`config.mk`:
```
export PLATFORM = sky130hd
export DESIGN_NAME = scan_sequencer
export DESIGN_NICKNAME = d
export VERILOG_FILES = /design/src/rtl/scan_sequencer.sv
export SDC_FILE = /design/constraint.sdc
export NUM_CORES = 1
export LEC_CHECK = 0
export ABC_AREA = 1
export BUFFER_PORTS_ARGS = -buffer_cell sky130_fd_sc_hd__buf_2
export CORE_MARGIN = 2
export CORE_UTILIZATION = 44
export CTS_CLUSTER_SIZE = 12
export DETAILED_ROUTE_END_ITERATION = 10
export GPL_TIMING_DRIVEN = 0
export HOLD_SLACK_MARGIN = 0.02
export SETUP_SLACK_MARGIN = 0.2
export SLEW_MARGIN = 20
export SYNTH_ARGS = -nofsm -noshare
export SYNTH_HDL_FRONTEND = slang
export SYNTH_SLANG_ARGS = --single-unit
```
`constraint.sdc`:
```
create_clock -name clk -period 1.56 [get_ports clk]
set_input_delay 0.078 -clock clk [delete_from_list [all_inputs] [get_ports clk]]
set_output_delay 0.078 -clock clk [all_outputs]
set_load 0.03 [all_outputs]
```
`src/rtl/scan_sequencer.sv`:
```
// Scan sequencer: steps a 3-bit decoder select through up, down, ping-pong
// or single-shot patterns, holding each select value for DIV clock cycles.
module scan_sequencer #(
  parameter int unsigned DIV = 4
) (
  input  logic       clk,
  input  logic       rst,
  input  logic       start,
  input  logic       stop,
  input  logic [1:0] mode,
  output logic [2:0] sel,
  output logic       En,
  output logic       busy,
  output logic       wrap
);

  localparam int unsigned PW = 4;
  localparam int unsigned SW = 3;

  localparam logic [1:0] MODE_UP   = 2'b00;
  localparam logic [1:0] MODE_DOWN = 2'b01;
  localparam logic [1:0] MODE_PP   = 2'b10;
  localparam logic [1:0] MODE_ONE  = 2'b11;

  typedef enum logic {IDLE, RUN} state_t;

  state_t        state, state_d;
  logic [PW-1:0] pcnt, pcnt_d;
  logic [1:0]    mode_q, mode_d;
  logic          dir, dir_d;        // 0 = counting up, 1 = counting down (ping-pong only)
  logic [SW-1:0] sel_d;
  logic          en_d, busy_d, wrap_d;
  logic          step_c;

  // Prescaler terminal count: a select step happens on this cycle
  assign step_c = (pcnt == PW'(DIV - 1));

  // State and output registers
  always_ff @(posedge clk or posedge rst) begin
    if (rst) begin
      state  <= IDLE;
      pcnt   <= '0;
      mode_q <= MODE_UP;
      dir    <= 1'b0;
      sel    <= '0;
      En     <= 1'b0;
      busy   <= 1'b0;
      wrap   <= 1'b0;
    end else begin
      state  <= state_d;
      pcnt   <= pcnt_d;
      mode_q <= mode_d;
      dir    <= dir_d;
      sel    <= sel_d;
      En     <= en_d;
      busy   <= busy_d;
      wrap   <= wrap_d;
    end
  end

  // Next-state, select stepping and wrap generation
  always_comb begin
    state_d = state;
    pcnt_d  = pcnt;
    mode_d  = mode_q;
    dir_d   = dir;
    sel_d   = sel;
    wrap_d  = 1'b0;

    case (state)
      IDLE: begin
        if (start && !stop) begin
          state_d = RUN;
          mode_d  = mode;
          pcnt_d  = '0;
          dir_d   = 1'b0;
          sel_d   = (mode == MODE_DOWN) ? SW'(7) : SW'(0);
        end
      end
      RUN: begin
        if (stop) begin
          state_d = IDLE;
          pcnt_d  = '0;
        end else if (step_c) begin
          pcnt_d = '0;
          case (mode_q)
            MODE_UP: begin
              sel_d  = sel + SW'(1);
              wrap_d = (sel == SW'(7));
            end
            MODE_DOWN: begin
              sel_d  = sel - SW'(1);
              wrap_d = (sel == SW'(0));
            end
            MODE_PP: begin
              if (!dir) begin
                if (sel == SW'(7)) begin
                  dir_d = 1'b1;
                  sel_d = SW'(6);
                end else begin
                  sel_d = sel + SW'(1);
                end
              end else begin
                if (sel == SW'(0)) begin
                  dir_d = 1'b0;
                  sel_d = SW'(1);
                end else begin
                  sel_d  = sel - SW'(1);
                  wrap_d = (sel == SW'(1));
                end
              end
            end
            MODE_ONE: begin
              if (sel == SW'(7)) begin
                state_d = IDLE;
                sel_d   = '0;
                wrap_d  = 1'b1;
              end else begin
                sel_d = sel + SW'(1);
              end
            end
            default: sel_d = sel;
          endcase
        end else begin
          pcnt_d = pcnt + PW'(1);
        end
      end
      default: state_d = IDLE;
    endcase

    busy_d = (state_d == RUN);
    en_d   = busy_d;
  end

endmodule

```
# Word-level counts from Yosys, hierarchy flattened
# Cells that the tools add are included.
# word_totals
ff_bits	12
inputBits	6
output_inout_bits	6
elab_cells	62
# classes
eq_ne	11
n_bitwise	1
n_reduce_logical	7
addsub	3
mux	34
# ops
op	n
2-to-1 mux 3 bit	8
2-to-1 mux 1 bit	17
2-to-1 mux 4 bit	3
one-hot mux 3 bit (4 select lines)	1
one-hot mux 4 bit (2 select lines)	1
one-hot mux 3 bit (2 select lines)	1
adder 4 x 1 -> 4 bit (second input constant)	1
== test 2 x 1 -> 1 bit (second input constant)	2
== test 2 bit (second input constant)	2
== test 4 x 2 -> 1 bit (second input constant)	1
inequality test 2 x 1 -> 1 bit (second input constant)	2
inequality test 2 bit (second input constant)	2
one-hot mux 1 bit (2 select lines)	2
one-hot mux 1 bit (4 select lines)	1
AND reduction 4 bit	1
adder 3 x 1 -> 3 bit (second input constant)	1
== test 3 x 1 -> 1 bit (second input constant)	1
== test 3 bit (second input constant)	1
zero test 3 bit	1
AND reduction 3 bit	1
subtractor 3 x 1 -> 3 bit (second input constant)	1
zero test 2 bit	1
AND reduction 2 bit	1
logical AND 1 bit	1
other kinds (2)	2

# Depth between registers and ports, before layout
# depth
ltp_word	7
mapped_depth	12
depth_no_buf	12

# Worst setup path after synthesis
# Ideal clock, no wire load.
# synth_path
kind	register -> register
from	register sel[0]
to	register sel[1]
path_buffers	0
synth_period_minus_slack_ns	1.603
setup_slack_ns	-0.043
setup_ns	0.077
path_stages_with_launch	10
required_time_ns	1.483
t_arrival_ns	1.526
cell_sequence	dfrtp_1 > ha_1 > ha_1 > inv_1 > nand2_1 > o21ai_0 > nor2_1 > nand2_1 > nand3_1 > a21oi_1
# synth_between
elab_chain_cells	7
word_cells_on_any_way	12
cone_classes	add/sub: 2; eq/ne: 1; mux: 8; reduce/logical: 1
# synth_rtl
item	line_no	rtl
from (decl)	11	output logic [2:0] sel,
from (signal assigned)	54	sel <= sel_d;
adder 3 x 1 -> 3 bit, or another cell as far along	88, 101, 119	
2-to-1 mux 3 bit (on tied branches)	97, 104	
2-to-1 mux 3 bit	96	if (!dir) begin
one-hot mux 3 bit (4 select lines) *	86	case (mode_q)
2-to-1 mux 3 bit *	84	end else if (step_c) begin
2-to-1 mux 3 bit *	81	if (stop) begin
one-hot mux 3 bit (2 select lines) *	70	case (state)
# Mark *: on every way between the ends. The rest lies on a longest branch, timed or not. The select of a mux whose other input is x is not followed.
# A chain may end at the register's enable or synchronous reset.

# Final worst setup path
# layout_path
from	register sel[1]
to	register sel[0]
# layout_between
elab_chain_cells	7
word_cells_on_any_way	10
cone_classes	eq/ne: 1; mux: 8; reduce/logical: 1
# layout_rtl
item	line_no
== test 3 bit or zero test 3 bit (tied branches)	97, 114, 104
2-to-1 mux 3 bit (on tied branches)	97, 104
2-to-1 mux 3 bit	96
one-hot mux 3 bit (4 select lines) *	86
2-to-1 mux 3 bit *	84
2-to-1 mux 3 bit *	81
one-hot mux 3 bit (2 select lines) *	70
# Marked as above.

==> metrics.cfg <==
[drt]
post_drt_wl_per_cell_um=12.1
wirelength_um=2060
route.antenna.remaining_nets=0
detailedRoute.firstPassIterationCount=4
route.detailed.drc=0
detail_route.iter0.violations=21
vias=850
drt-vias-per-instance=5.00

[clock_network]
cts_tree=built
clk_pin_slew_ns=0.07
cts.sinks=12
htree_levels=1
clock_tree.buffer_depth=2
clkLatencyLatePin_ns=0.27
cts_made_buffers=3
cts_root_buf=sky130_fd_sc_hd__clkbuf_4

[place]
finalWeightedCongestion=0.880
place.port_buffers=11
placement.setup.worst_slack_ns=0.0932
dp_hpwl_um=1420
dp_cells=154

[min_path]
worstHoldPathType=input pin to flip-flop

[synthesis]
synth_cells=116
dominantRegCellSynth=sky130_fd_sc_hd__dfrtp_1
async_sr_flop_fraction_pct=100
synth_edf_count=0
netlist-cell-type-count=23
ys_seq_elements=12
synthesis.yosys.warnings=0
synth.yosys.seq_area_share_pct=34.1
synth_fp_nets=133
synthesis.area_per_instance_um2=7.58
mappedNetlistArea_um2=880

[critical_path]
critical_path.most_common_cell=sky130_fd_sc_hd__a21oi_1
worst_setup_path_end_kind=flip-flop
critical_path.cell_chain=inv_2 -> ha_4 -> inv_4 -> nor2_4 -> nand3_2 -> a21oi_1 -> o21ai_1 -> a21oi_1
timing.critical_path.arrival_ns=1.65
worst_setup_path_start_kind=flip-flop
slowest_stage=sky130_fd_sc_hd__dfrtp_2
timing.setup.critical_path_class=flip-flop to flip-flop
timing.critical_path.required_ns=1.75
max_stage_delay_ns=0.45
cp_max_fo=4

[timing]
timing.final.hold_violations=0
maxSlewViolCount=0
timing.clock.skew_ns=0.00110
rsz0062_at_grt=yes
slew_headroom_pct=70.2
finalSetupTns_ns=0
setup_ws_post_layout_ns=0.105
period_share_pct=93.3
fmaxAchievable_ghz=0.687
setup_viol=0
fin_crit_ns=1.46
timing_worst_slew_pin_value_ns=0.446

[run]
max_cap_viol_count=0

[global_route]
grt_pass1_wl_um=3360
globalRouteOverflowTotal=0
groute.usage.overall_pct=18.1
grt_start_max_net_pins=13
antenna_violations_before_repair=0
grt_pass1_vias=783

[finish]
finalNonFillerCells=170
layout-area-overhead-vs-synth_pct=36.1
layout.nets=161
antenna_cells_inserted=0
layout-drive-gt1-share_pct=39.2

[power_and_ir_drop]
leakage_uw=0.000578
power_per_unit_of_standard_cell_area_nw_per_um2=1340
finalPower_uw=1600
worst_ir_drop_vdd_mv=0.790

[floorplanning]
dieHeight_um=48.7
die_area_um2=2370
std_cell_rows=16
fp.coreArea_um2=1920
floorplan.io_pins=12
die_w_um=48.7
initial_utilization_pct=45.8

[outcome]
status=finished clean

-- per-layer routing --
metal / GRT usage (%) / share of wire, % / vias up
met5: 0 / 0 / -
met4: 6.67 / 1.9 / 0
met3: 4.94 / 5.8 / 4
met2: 26.5 / 46 / 27
met1: 25.5 / 46 / 391
li1: - / - / 428
-- per-stage QoR --
step           util (%)  hold WS [ns]  instance area, µm²
6_report           62.3         0.104                1200
3_5_place_dp       52.5         0.116                1010
2_1_floorplan         -       -0.0575                 921
4_1_cts            56.4        0.0793                1080
5_1_grt            62.3         0.101                1200
3_3_place_gp       52.5         0.115                1010
-- cells in the final DEF, fill, tap and decap left out, types with 3 or more instances in the layout --
master                     count
sky130_fd_sc_hd__a21oi_1       6
sky130_fd_sc_hd__buf_2        11
sky130_fd_sc_hd__buf_4        12
sky130_fd_sc_hd__clkbuf_4      3
sky130_fd_sc_hd__dfrtp_1       7
sky130_fd_sc_hd__dfrtp_2       5
sky130_fd_sc_hd__ha_1          5
sky130_fd_sc_hd__ha_4          5
sky130_fd_sc_hd__inv_1        13
sky130_fd_sc_hd__inv_2         6
sky130_fd_sc_hd__nand2_1      23
sky130_fd_sc_hd__nand2_2       6
sky130_fd_sc_hd__nor2_1       10
sky130_fd_sc_hd__o21ai_1       5
sky130_fd_sc_hd__xor2_1        3
-- path summary, 6_finish.rpt --
kind | slack [ns] | start | endpoint | cells past startpoint
setup / recovery | 0.10 | sel[1]$_DFFE_PP0P_ | sel[0]$_DFFE_PP0P_ | 8
hold / removal | 0.10 | stop | pcnt[2]$_DFFE_PP0P_ | 4
setup reg to reg | 0.10 | sel[1]$_DFFE_PP0P_ | sel[0]$_DFFE_PP0P_ | 8
hold reg to reg | 0.51 | pcnt[0]$_DFFE_PP0P_ | pcnt[0]$_DFFE_PP0P_ | 1
max in group asynchronous | 0.88 | rst | sel[0]$_DFFE_PP0P_ | 3
min in group asynchronous | 0.35 | rst | wrap$_DFF_PP0_ | 3
-- final cells by class --
type / instances / area (µm²)
well taps: 27 / 33.8
multi-input cells: 82 / 594
inverters: 21 / 81.3
repair buffers: 23 / 148
fillers: 168 / 724
flip-flops and latches: 12 / 307
plain buffers: 1 / 7.51
clock buffers: 4 / 26.3
-- power by group --
part           total [µW]  internal, µW  switching [µW]
clock network         197          99.0            97.8
registers             512           390             122
logic                 894           398             496
-- worst max-delay path: cells and delay by family, from the launching register on --
family / cells / cell delay, ns
flip-flops: 1 / 0.45
AO/OA/AOI/OAI: 3 / 0.44
AND/OR/NAND/NOR: 2 / 0.20
adder cells (fa/ha/maj): 1 / 0.16
buffers and inverters: 2 / 0.13
-- cell families after synthesis --
group / Yosys count / synth area share [%]
adder cells (fa/ha/maj): 11 / 15.6
AND/OR/NAND/NOR: 46 / 21.9
XOR/XNOR: 3 / 2.99
AO/OA/AOI/OAI: 22 / 15.5
buffers and inverters: 22 / 9.81
flip-flops: 12 / 34.1
-- synth_stat cells, types with 2 or more instances --
cell type | number | area (µm²)
sky130_fd_sc_hd__nand2_1 | 26 | 97.6
sky130_fd_sc_hd__inv_1 | 18 | 67.6
sky130_fd_sc_hd__dfrtp_1 | 12 | 300
sky130_fd_sc_hd__ha_1 | 11 | 138
sky130_fd_sc_hd__nor2_1 | 11 | 41.3
sky130_fd_sc_hd__o21ai_0 | 8 | 40.0
sky130_fd_sc_hd__a21oi_1 | 6 | 30.0
sky130_fd_sc_hd__nand2_2 | 3 | 18.8
sky130_fd_sc_hd__nand3_1 | 3 | 15.0
sky130_fd_sc_hd__xor2_1 | 3 | 26.3
sky130_fd_sc_hd__inv_2 | 2 | 7.51
sky130_fd_sc_hd__nand4_1 | 2 | 12.5
-- registers in the layout, indices dropped and copies added (netlist names) --
signal,flops
dir,1
mode_q,2
pcnt,4
sel,3
state,1
wrap,1
-- what timing repair did --
item | 4_1_cts | 5_1_grt
endpoints found under the setup margin | 3 | 8
gates resized for setup | 4 | 21
setup buffers | 4 | 7
pin swaps | 4 | 11
hold buffers | 1 | 0
endpoints found under the hold margin | 12 | 0
No activity file was read; power rests on OpenSTA's default activity.
